`src/rtl/pwm_pkg.sv`:
```
// Shared types and default parameter values for the breathing PWM block.
// Latency: n/a (types and constants only).
// Backpressure: n/a.
//
// Contents:
//   mode_t - per-channel operating mode (fixed duty or triangle sweep)
//   dir_t  - sweep direction
//   PWM_DEF_* - default values for the pwm_breathe_mc parameters
package pwm_pkg;

    typedef enum logic {
        MODE_STATIC = 1'b0,
        MODE_SWEEP  = 1'b1
    } mode_t;

    typedef enum logic {
        DIR_UP   = 1'b0,
        DIR_DOWN = 1'b1
    } dir_t;

    localparam int unsigned PWM_DEF_N_CH       = 4;
    localparam int unsigned PWM_DEF_CW         = 8;
    localparam int unsigned PWM_DEF_PERIOD     = 100;
    localparam int unsigned PWM_DEF_STEP       = 5;
    localparam int unsigned PWM_DEF_SWEEP_DIV  = 1;

endpackage

```
`src/rtl/pwm_channel.sv`:
```
// One PWM channel: shadow/active duty and mode, sweep direction, compare flop.
// Latency: pwm_o is registered, one clock after the counter value it compares.
// Backpressure: none; writes are always accepted into the shadow register.
//
// Ports:
//   clk, reset      - clock, synchronous active-high reset
//   en_i            - run enable; while low the shadow is copied every clock
//   cnt_i           - shared period counter
//   boundary_i      - last clock of the current period
//   sweep_tick_i    - boundary on which SWEEP channels take a step
//   period_i        - active period (value before any boundary update)
//   wr_i            - decoded write strobe for this channel
//   wr_duty_i       - duty to place in the shadow register
//   wr_mode_i       - mode to place in the shadow register
//   pwm_o           - registered PWM output
module pwm_channel
    import pwm_pkg::*;
#(
    parameter int unsigned CW   = PWM_DEF_CW,
    parameter int unsigned STEP = PWM_DEF_STEP
) (
    input  logic          clk,
    input  logic          reset,
    input  logic          en_i,
    input  logic [CW-1:0] cnt_i,
    input  logic          boundary_i,
    input  logic          sweep_tick_i,
    input  logic [CW-1:0] period_i,
    input  logic          wr_i,
    input  logic [CW-1:0] wr_duty_i,
    input  mode_t         wr_mode_i,
    output logic          pwm_o
);

    // Step size held one bit wider than the duty so the ramp arithmetic
    // can detect overshoot instead of wrapping.
    localparam logic [CW:0] STEP_X = (CW+1)'(STEP);

    logic [CW-1:0] shadow_duty_q, shadow_duty_d;
    mode_t         shadow_mode_q, shadow_mode_d;
    logic          pending_q,     pending_d;
    logic [CW-1:0] duty_q,        duty_d;
    mode_t         mode_q,        mode_d;
    dir_t          dir_q,         dir_d;
    logic          pwm_q,         pwm_d;

    logic          transfer;
    logic [CW:0]   up_sum;
    logic [CW:0]   duty_x;
    logic [CW:0]   period_x;

    always_comb begin
        shadow_duty_d = shadow_duty_q;
        shadow_mode_d = shadow_mode_q;
        pending_d     = pending_q;
        duty_d        = duty_q;
        mode_d        = mode_q;
        dir_d         = dir_q;

        duty_x   = {1'b0, duty_q};
        period_x = {1'b0, period_i};
        up_sum   = duty_x + STEP_X;

        // Shadow moves to active only at a period edge (or freely while
        // stopped) so a running period never sees its duty change.
        transfer = pending_q && (boundary_i || !en_i);

        // A write in the same clock as a transfer re-arms pending: the new
        // value waits for the next edge rather than being lost.
        if (wr_i) begin
            shadow_duty_d = wr_duty_i;
            shadow_mode_d = wr_mode_i;
            pending_d     = 1'b1;
        end else if (transfer) begin
            pending_d = 1'b0;
        end

        if (transfer) begin
            duty_d = shadow_duty_q;
            mode_d = shadow_mode_q;
            dir_d  = DIR_UP;
        end else if (sweep_tick_i && (mode_q == MODE_SWEEP)) begin
            if (dir_q == DIR_UP) begin
                // Clamp at the period top and turn around.
                if (up_sum >= period_x) begin
                    duty_d = period_i;
                    dir_d  = DIR_DOWN;
                end else begin
                    duty_d = up_sum[CW-1:0];
                end
            end else begin
                // Clamp at zero and turn around.
                if (duty_x <= STEP_X) begin
                    duty_d = '0;
                    dir_d  = DIR_UP;
                end else begin
                    duty_d = duty_q - STEP_X[CW-1:0];
                end
            end
        end

        pwm_d = en_i && (cnt_i < duty_q);
    end

    always_ff @(posedge clk) begin
        if (reset) begin
            shadow_duty_q <= '0;
            shadow_mode_q <= MODE_STATIC;
            pending_q     <= 1'b0;
            duty_q        <= '0;
            mode_q        <= MODE_STATIC;
            dir_q         <= DIR_UP;
            pwm_q         <= 1'b0;
        end else begin
            shadow_duty_q <= shadow_duty_d;
            shadow_mode_q <= shadow_mode_d;
            pending_q     <= pending_d;
            duty_q        <= duty_d;
            mode_q        <= mode_d;
            dir_q         <= dir_d;
            pwm_q         <= pwm_d;
        end
    end

    assign pwm_o = pwm_q;

endmodule

```
`src/rtl/pwm_breathe_mc.sv`:
```
// Multi-channel PWM with shared period counter, per-channel STATIC/SWEEP duty.
// Latency: pwm_out and cyc_start are registered, one clock behind the counter.
// Backpressure: none; config writes are always accepted and double-buffered.
//
// Ports:
//   clk, reset  - clock, synchronous active-high reset
//   en          - run enable; low holds counter, divider and outputs at 0
//   period      - requested period in clocks, taken at a period edge (0 -> 1)
//   wr_en       - config write strobe
//   wr_ch       - target channel (values >= N_CH are ignored)
//   wr_duty     - duty in high clocks per period
//   wr_mode     - 0 = STATIC, 1 = SWEEP
//   pwm_out     - one registered PWM output per channel
//   cyc_start   - high in the first clock of each period
module pwm_breathe_mc
    import pwm_pkg::*;
#(
    parameter int unsigned N_CH       = PWM_DEF_N_CH,
    parameter int unsigned CW         = PWM_DEF_CW,
    parameter int unsigned DEF_PERIOD = PWM_DEF_PERIOD,
    parameter int unsigned STEP       = PWM_DEF_STEP,
    parameter int unsigned SWEEP_DIV  = PWM_DEF_SWEEP_DIV,
    localparam int unsigned CHW       = (N_CH > 1) ? $clog2(N_CH) : 1
) (
    input  logic            clk,
    input  logic            reset,
    input  logic            en,
    input  logic [CW-1:0]   period,
    input  logic            wr_en,
    input  logic [CHW-1:0]  wr_ch,
    input  logic [CW-1:0]   wr_duty,
    input  logic            wr_mode,
    output logic [N_CH-1:0] pwm_out,
    output logic            cyc_start
);

    localparam int unsigned DW = (SWEEP_DIV > 1) ? $clog2(SWEEP_DIV) : 1;
    localparam logic [DW-1:0] DIV_LAST = DW'(SWEEP_DIV - 1);

    logic [CW-1:0] cnt_q,           cnt_d;
    logic [CW-1:0] period_active_q, period_active_d;
    logic [DW-1:0] divcnt_q,        divcnt_d;
    logic          cyc_start_q;

    logic          boundary;
    logic          sweep_tick;

    always_comb begin
        // period_active is never 0, so the subtraction cannot underflow.
        boundary   = en && (cnt_q == (period_active_q - CW'(1)));
        sweep_tick = boundary && (divcnt_q == DIV_LAST);

        cnt_d           = cnt_q;
        period_active_d = period_active_q;
        divcnt_d        = divcnt_q;

        if (!en) begin
            cnt_d    = '0;
            divcnt_d = '0;
        end else if (boundary) begin
            cnt_d           = '0;
            period_active_d = (period == '0) ? CW'(1) : period;
            divcnt_d        = sweep_tick ? '0 : (divcnt_q + DW'(1));
        end else begin
            cnt_d = cnt_q + CW'(1);
        end
    end

    always_ff @(posedge clk) begin
        if (reset) begin
            cnt_q           <= '0;
            period_active_q <= CW'(DEF_PERIOD);
            divcnt_q        <= '0;
            cyc_start_q     <= 1'b0;
        end else begin
            cnt_q           <= cnt_d;
            period_active_q <= period_active_d;
            divcnt_q        <= divcnt_d;
            // Registered from the last clock of a period, so it lines up
            // with cnt==0 of the next one.
            cyc_start_q     <= boundary;
        end
    end

    assign cyc_start = cyc_start_q;

    for (genvar c = 0; c < N_CH; c++) begin : g_ch
        // Out-of-range channel numbers never match any instance.
        logic wr_sel;
        assign wr_sel = wr_en && (wr_ch == CHW'(c));

        pwm_channel #(
            .CW   (CW),
            .STEP (STEP)
        ) u_ch (
            .clk          (clk),
            .reset        (reset),
            .en_i         (en),
            .cnt_i        (cnt_q),
            .boundary_i   (boundary),
            .sweep_tick_i (sweep_tick),
            .period_i     (period_active_q),
            .wr_i         (wr_sel),
            .wr_duty_i    (wr_duty),
            .wr_mode_i    (mode_t'(wr_mode)),
            .pwm_o        (pwm_out[c])
        );
    end

endmodule
```
`config.mk`:
```
export PLATFORM = sky130hd
export DESIGN_NAME = pwm_breathe_mc
export DESIGN_NICKNAME = d
export VERILOG_FILES = /design/src/rtl/pwm_pkg.sv /design/src/rtl/pwm_channel.sv /design/src/rtl/pwm_breathe_mc.sv
export SDC_FILE = /design/constraint.sdc
export NUM_CORES = 1
export LEC_CHECK = 0
export CAP_MARGIN = 10
export CORE_MARGIN = 8
export CORE_UTILIZATION = 40
export CTS_CLUSTER_SIZE = 16
export DETAILED_ROUTE_END_ITERATION = 6
export PLACE_DENSITY = 0.6
export SETUP_SLACK_MARGIN = 0.1
export SLEW_MARGIN = 20
export SYNTH_ARGS = -nofsm -noshare
export SYNTH_HDL_FRONTEND = slang
export SYNTH_SLANG_ARGS = --single-unit
```
`constraint.sdc`:
```
create_clock -name clk -period 3 [get_ports clk]
set_input_delay 0.3 -clock clk [delete_from_list [all_inputs] [get_ports clk]]
set_output_delay 0.3 -clock clk [all_outputs]
set_load 0.02 [all_outputs]
```
==> flow_summary.yaml <==
floorplanning:
  die_y_um: 156
  fp-row-count: 51
  core_region_area_sq_um: 19300
  num_io_pins: 28
  dieArea_sq_um: 24300
  die_w_um: 156
  start_util: 0.404
timing:
  finalCritPeriodShare: 0.932
  setup_viol: 0
  hold_viol_final: 0
  worst_slew_pin_slew_ns: 1.02
  fin_crit_ns: 2.80
  fmax_mhz: 358
  relSlewSlack: 0.316
  fin_skew_ns: 0.0123
  slew_viol_final: 0
  rsz0062_at_grt: "true"
synthesis:
  ys_top_cells_by_area: "dfxtp_1 (26%), ha_1 (12%), nand2_1 (4.9%), xnor2_1 (4.5%), a21oi_1 (3.7%)"
  yosysTopAreaCell: "dfxtp_1"
  syn_nets: 1090
  synth-seq-cells: 102
  synth_enable_flop_cells: 0
  syn_inst: 993
  synthArstFlopShare: 0
  ys_types: 80
  ys.flop_type: "dfxtp_1"
  ys_seq_area_frac: 0.261
  synthesis.area_sq_um: 7810
  yosysWarnings: 0
  yosys.area.top_type_share: 0.261
  synth.avg_cell_area_sq_um: 7.87
place:
  portBuffers: 27
  placed_area_sq_um: 9010
  place_hpwl_um: 20300
  dp_cells: 1334
  gp_congestion: 1.01
worst_setup_path:
  crit_type: "reg -> reg"
  critPathArrivalTime_ns: 3.06
  crit_path_max_fanout: 6
  crit_required_ns: 3.26
  end_kind: "flop"
  critPathLaunchType: "flop"
clock_network:
  htree_num_levels: 3
  cts_root_buf: "clkbuf_16"
  clk_pin_slew_ns: 0.07
  cts_sinks: 102
  cts_tree: "built"
  clk_latency_ns: 0.36
  cts_hold_buf: 0
  ctsLongestPathBuffers: 2
  cts_buffers: 9
detailed_routing:
  wl_per_cell_um: 19.7
  route.final.wire_length_um: 26800
  ant_nets: 0
  drc: 0
  dr_total_vias: 7959
  viasPerCell: 5.84
  firstDrtPassIters: 5
  dr.first_iter.drc_count: 536
power:
  internal_power_mw: 2.24
  cellLeakagePower_nw: 3.82
  power_frac_comb: 0.099
  swShare: 0.252
  p_switching_mw: 0.758
  total_power_mw: 3.00
  ir_drop_mv: 0.301
  p_per_area_nw_per_um2: 307
  pwr-share-clk: 0.436
  seq_power_share: 0.465
layout:
  instances_no_fill: 1363
  multiInputGateArea_sq_um: 5630
  final_nets: 1190
  final_design_area_no_fill_sq_um: 9790
  ff_latch_area_sq_um: 2070
  drive_gt1_frac: 0.214
  fillCellCount: 1855
  syn2layout_area_growth_pct: 25.4
  diodes: 0
  postLayoutCoreUtil: 0.507
global_route:
  grt_pass1_vias: 7721
  grt_pass1_wl_um: 42300
  track_usage: 0.220
  grt_overflow_total: 0
  grt_max_degree: 53
  grt_antenna_before_repair: 0
status:
  status: "finished clean"
flow_run:
  drv_cap: 0
worst_hold_path:
  hold_path_class: "reg -> reg"
## critical path, cell delays in order (launching register included)
cell     delay [ns]
dfxtp_4        0.38
buf_4          0.14
inv_1          0.05
ha_1           0.37
ha_1           0.32
nand4_1        0.15
o21ai_1        0.18
o221a_2        0.25
nor2_2         0.05
buf_4          0.15
or4_1          0.45
a31oi_2        0.21
## final timing paths
kind,from,endpoint,slack (ns),cells after the start
max,g_ch[2].u_ch.duty_q[0]$_SDFFE_PP0P_,g_ch[2].u_ch.duty_q[0]$_SDFFE_PP0P_,0.20,11
min,g_ch[3].u_ch.shadow_duty_q[4]$_SDFFE_PP0P_,g_ch[3].u_ch.shadow_duty_q[4]$_SDFFE_PP0P_,0.46,2
max reg2reg,g_ch[2].u_ch.duty_q[0]$_SDFFE_PP0P_,g_ch[2].u_ch.duty_q[0]$_SDFFE_PP0P_,0.20,11
min reg2reg,g_ch[3].u_ch.shadow_duty_q[4]$_SDFFE_PP0P_,g_ch[3].u_ch.shadow_duty_q[4]$_SDFFE_PP0P_,0.46,2
## synth_stat cells, types with 6 or more instances
cell type,instances
a211o_1,7
a211oi_1,12
a21o_1,27
a21oi_1,58
a31oi_1,25
and2_1,7
and3_1,8
buf_2,10
clkbuf_1,42
dfxtp_1,102
ha_1,74
inv_1,51
mux2i_1,27
nand2_1,102
nand2b_1,16
nand3_1,36
nand4_1,17
nor2_1,76
nor2b_1,6
nor3_1,24
nor4_1,9
o21a_1,6
o21ai_0,51
o21bai_1,6
o221ai_1,14
o22ai_1,6
o32ai_1,13
or3_1,8
xnor2_1,40
xor2_1,10
## power by group through the flow
stage / Sequential, mW / Clock, mW / Combinational [mW]
floorplan: 1.43 / 0 / 0.166
global placement: 1.43 / 0 / 0.283
detailed placement: 1.43 / 0 / 0.284
CTS: 1.40 / 1.33 / 0.289
global route: 1.40 / 1.37 / 0.325
finish: 1.40 / 1.31 / 0.298
## area by class of cell
cell class,count,area share
clock buffer,10,0.0234
tap,265,0.0339
inverter,55,0.0211
multi-input combinational,774,0.574
timing repair buffer,151,0.126
sequential,102,0.212
clock inverter,6,0.00945
## cells in the final DEF, fill, tap and decap left out, types with 9 or more instances in the layout
cell | Yosys | final
dfxtp_1 | 102 | 88
xor2_1 | 10 | 10
o32ai_1 | 13 | 13
a21o_1 | 27 | 27
nor3_1 | 24 | 20
a21oi_1 | 58 | 53
nand2b_1 | 16 | 16
mux2i_1 | 27 | 25
a31oi_1 | 25 | 24
o21ai_1 | 2 | 9
ha_1 | 74 | 69
nand3_1 | 36 | 34
nand4_1 | 17 | 17
buf_4 | 5 | 121
nand2_1 | 102 | 101
o221ai_1 | 14 | 10
nor2_1 | 76 | 72
inv_1 | 51 | 50
clkbuf_16 | 0 | 9
xnor2_1 | 40 | 34
clkdlybuf4s50_1 | 0 | 26
o21ai_0 | 51 | 41
## cell families (layout without fill, tap and decap cells)
family | after synthesis | after routing | synth area share
AND/OR/NAND/NOR | 338 | 338 | 0.212
AO/OA/AOI/OAI | 283 | 283 | 0.252
buffers and inverters | 117 | 222 | 0.0623
flip-flops | 102 | 102 | 0.261
adder cells (fa/ha/maj) | 74 | 74 | 0.119
XOR/XNOR | 50 | 50 | 0.0561
multiplexers | 29 | 29 | 0.0375
## registers in the layout (all words and copies together) (netlist names), 4 cells and up
| signal | flops |
|---|---|
| period_active_q | 8 |
| cnt_q | 8 |
| g_ch.u_ch.shadow_mode_q | 4 |
| g_ch.u_ch.pending_q | 4 |
| g_ch.u_ch.duty_q | 32 |
| g_ch.u_ch.pwm_o | 4 |
| g_ch.u_ch.dir_q | 4 |
| g_ch.u_ch.mode_q | 4 |
| g_ch.u_ch.shadow_duty_q | 32 |
## per-layer routing
metal  wire length, um  up-vias  part of all wire  GRT usage
met2             11900      290              0.44      0.343
li1                  -     3836                 -          -
met4              1090        0             0.041      0.109
met1             12100     3770              0.45      0.295
met3              1780       63             0.066     0.0283
met5                 0        -                 0          0
## metrics by stage
stage | TNS, ns | hold slack [ns] | setup WS [ns]
6_report | 0 | 0.458 | 0.204
5_1_grt | 0 | 0.477 | 0.0495
4_1_cts | 0 | 0.457 | 0.102
3_5_place_dp | -0.0856 | 0.438 | -0.0580
3_3_place_gp | -0.0742 | 0.431 | -0.0365
2_1_floorplan | 0 | 0.422 | 0.0821
## repair_timing
item / CTS / global route
gates resized for setup: 21 / 72
pin swaps: 5 / 12
buffers inserted: 6 / 7
hold endpoints to repair: 0 / 0
cloned: 0 / 0
setup endpoints to repair: 19 / 35
(Power assumes the default switching activity.)
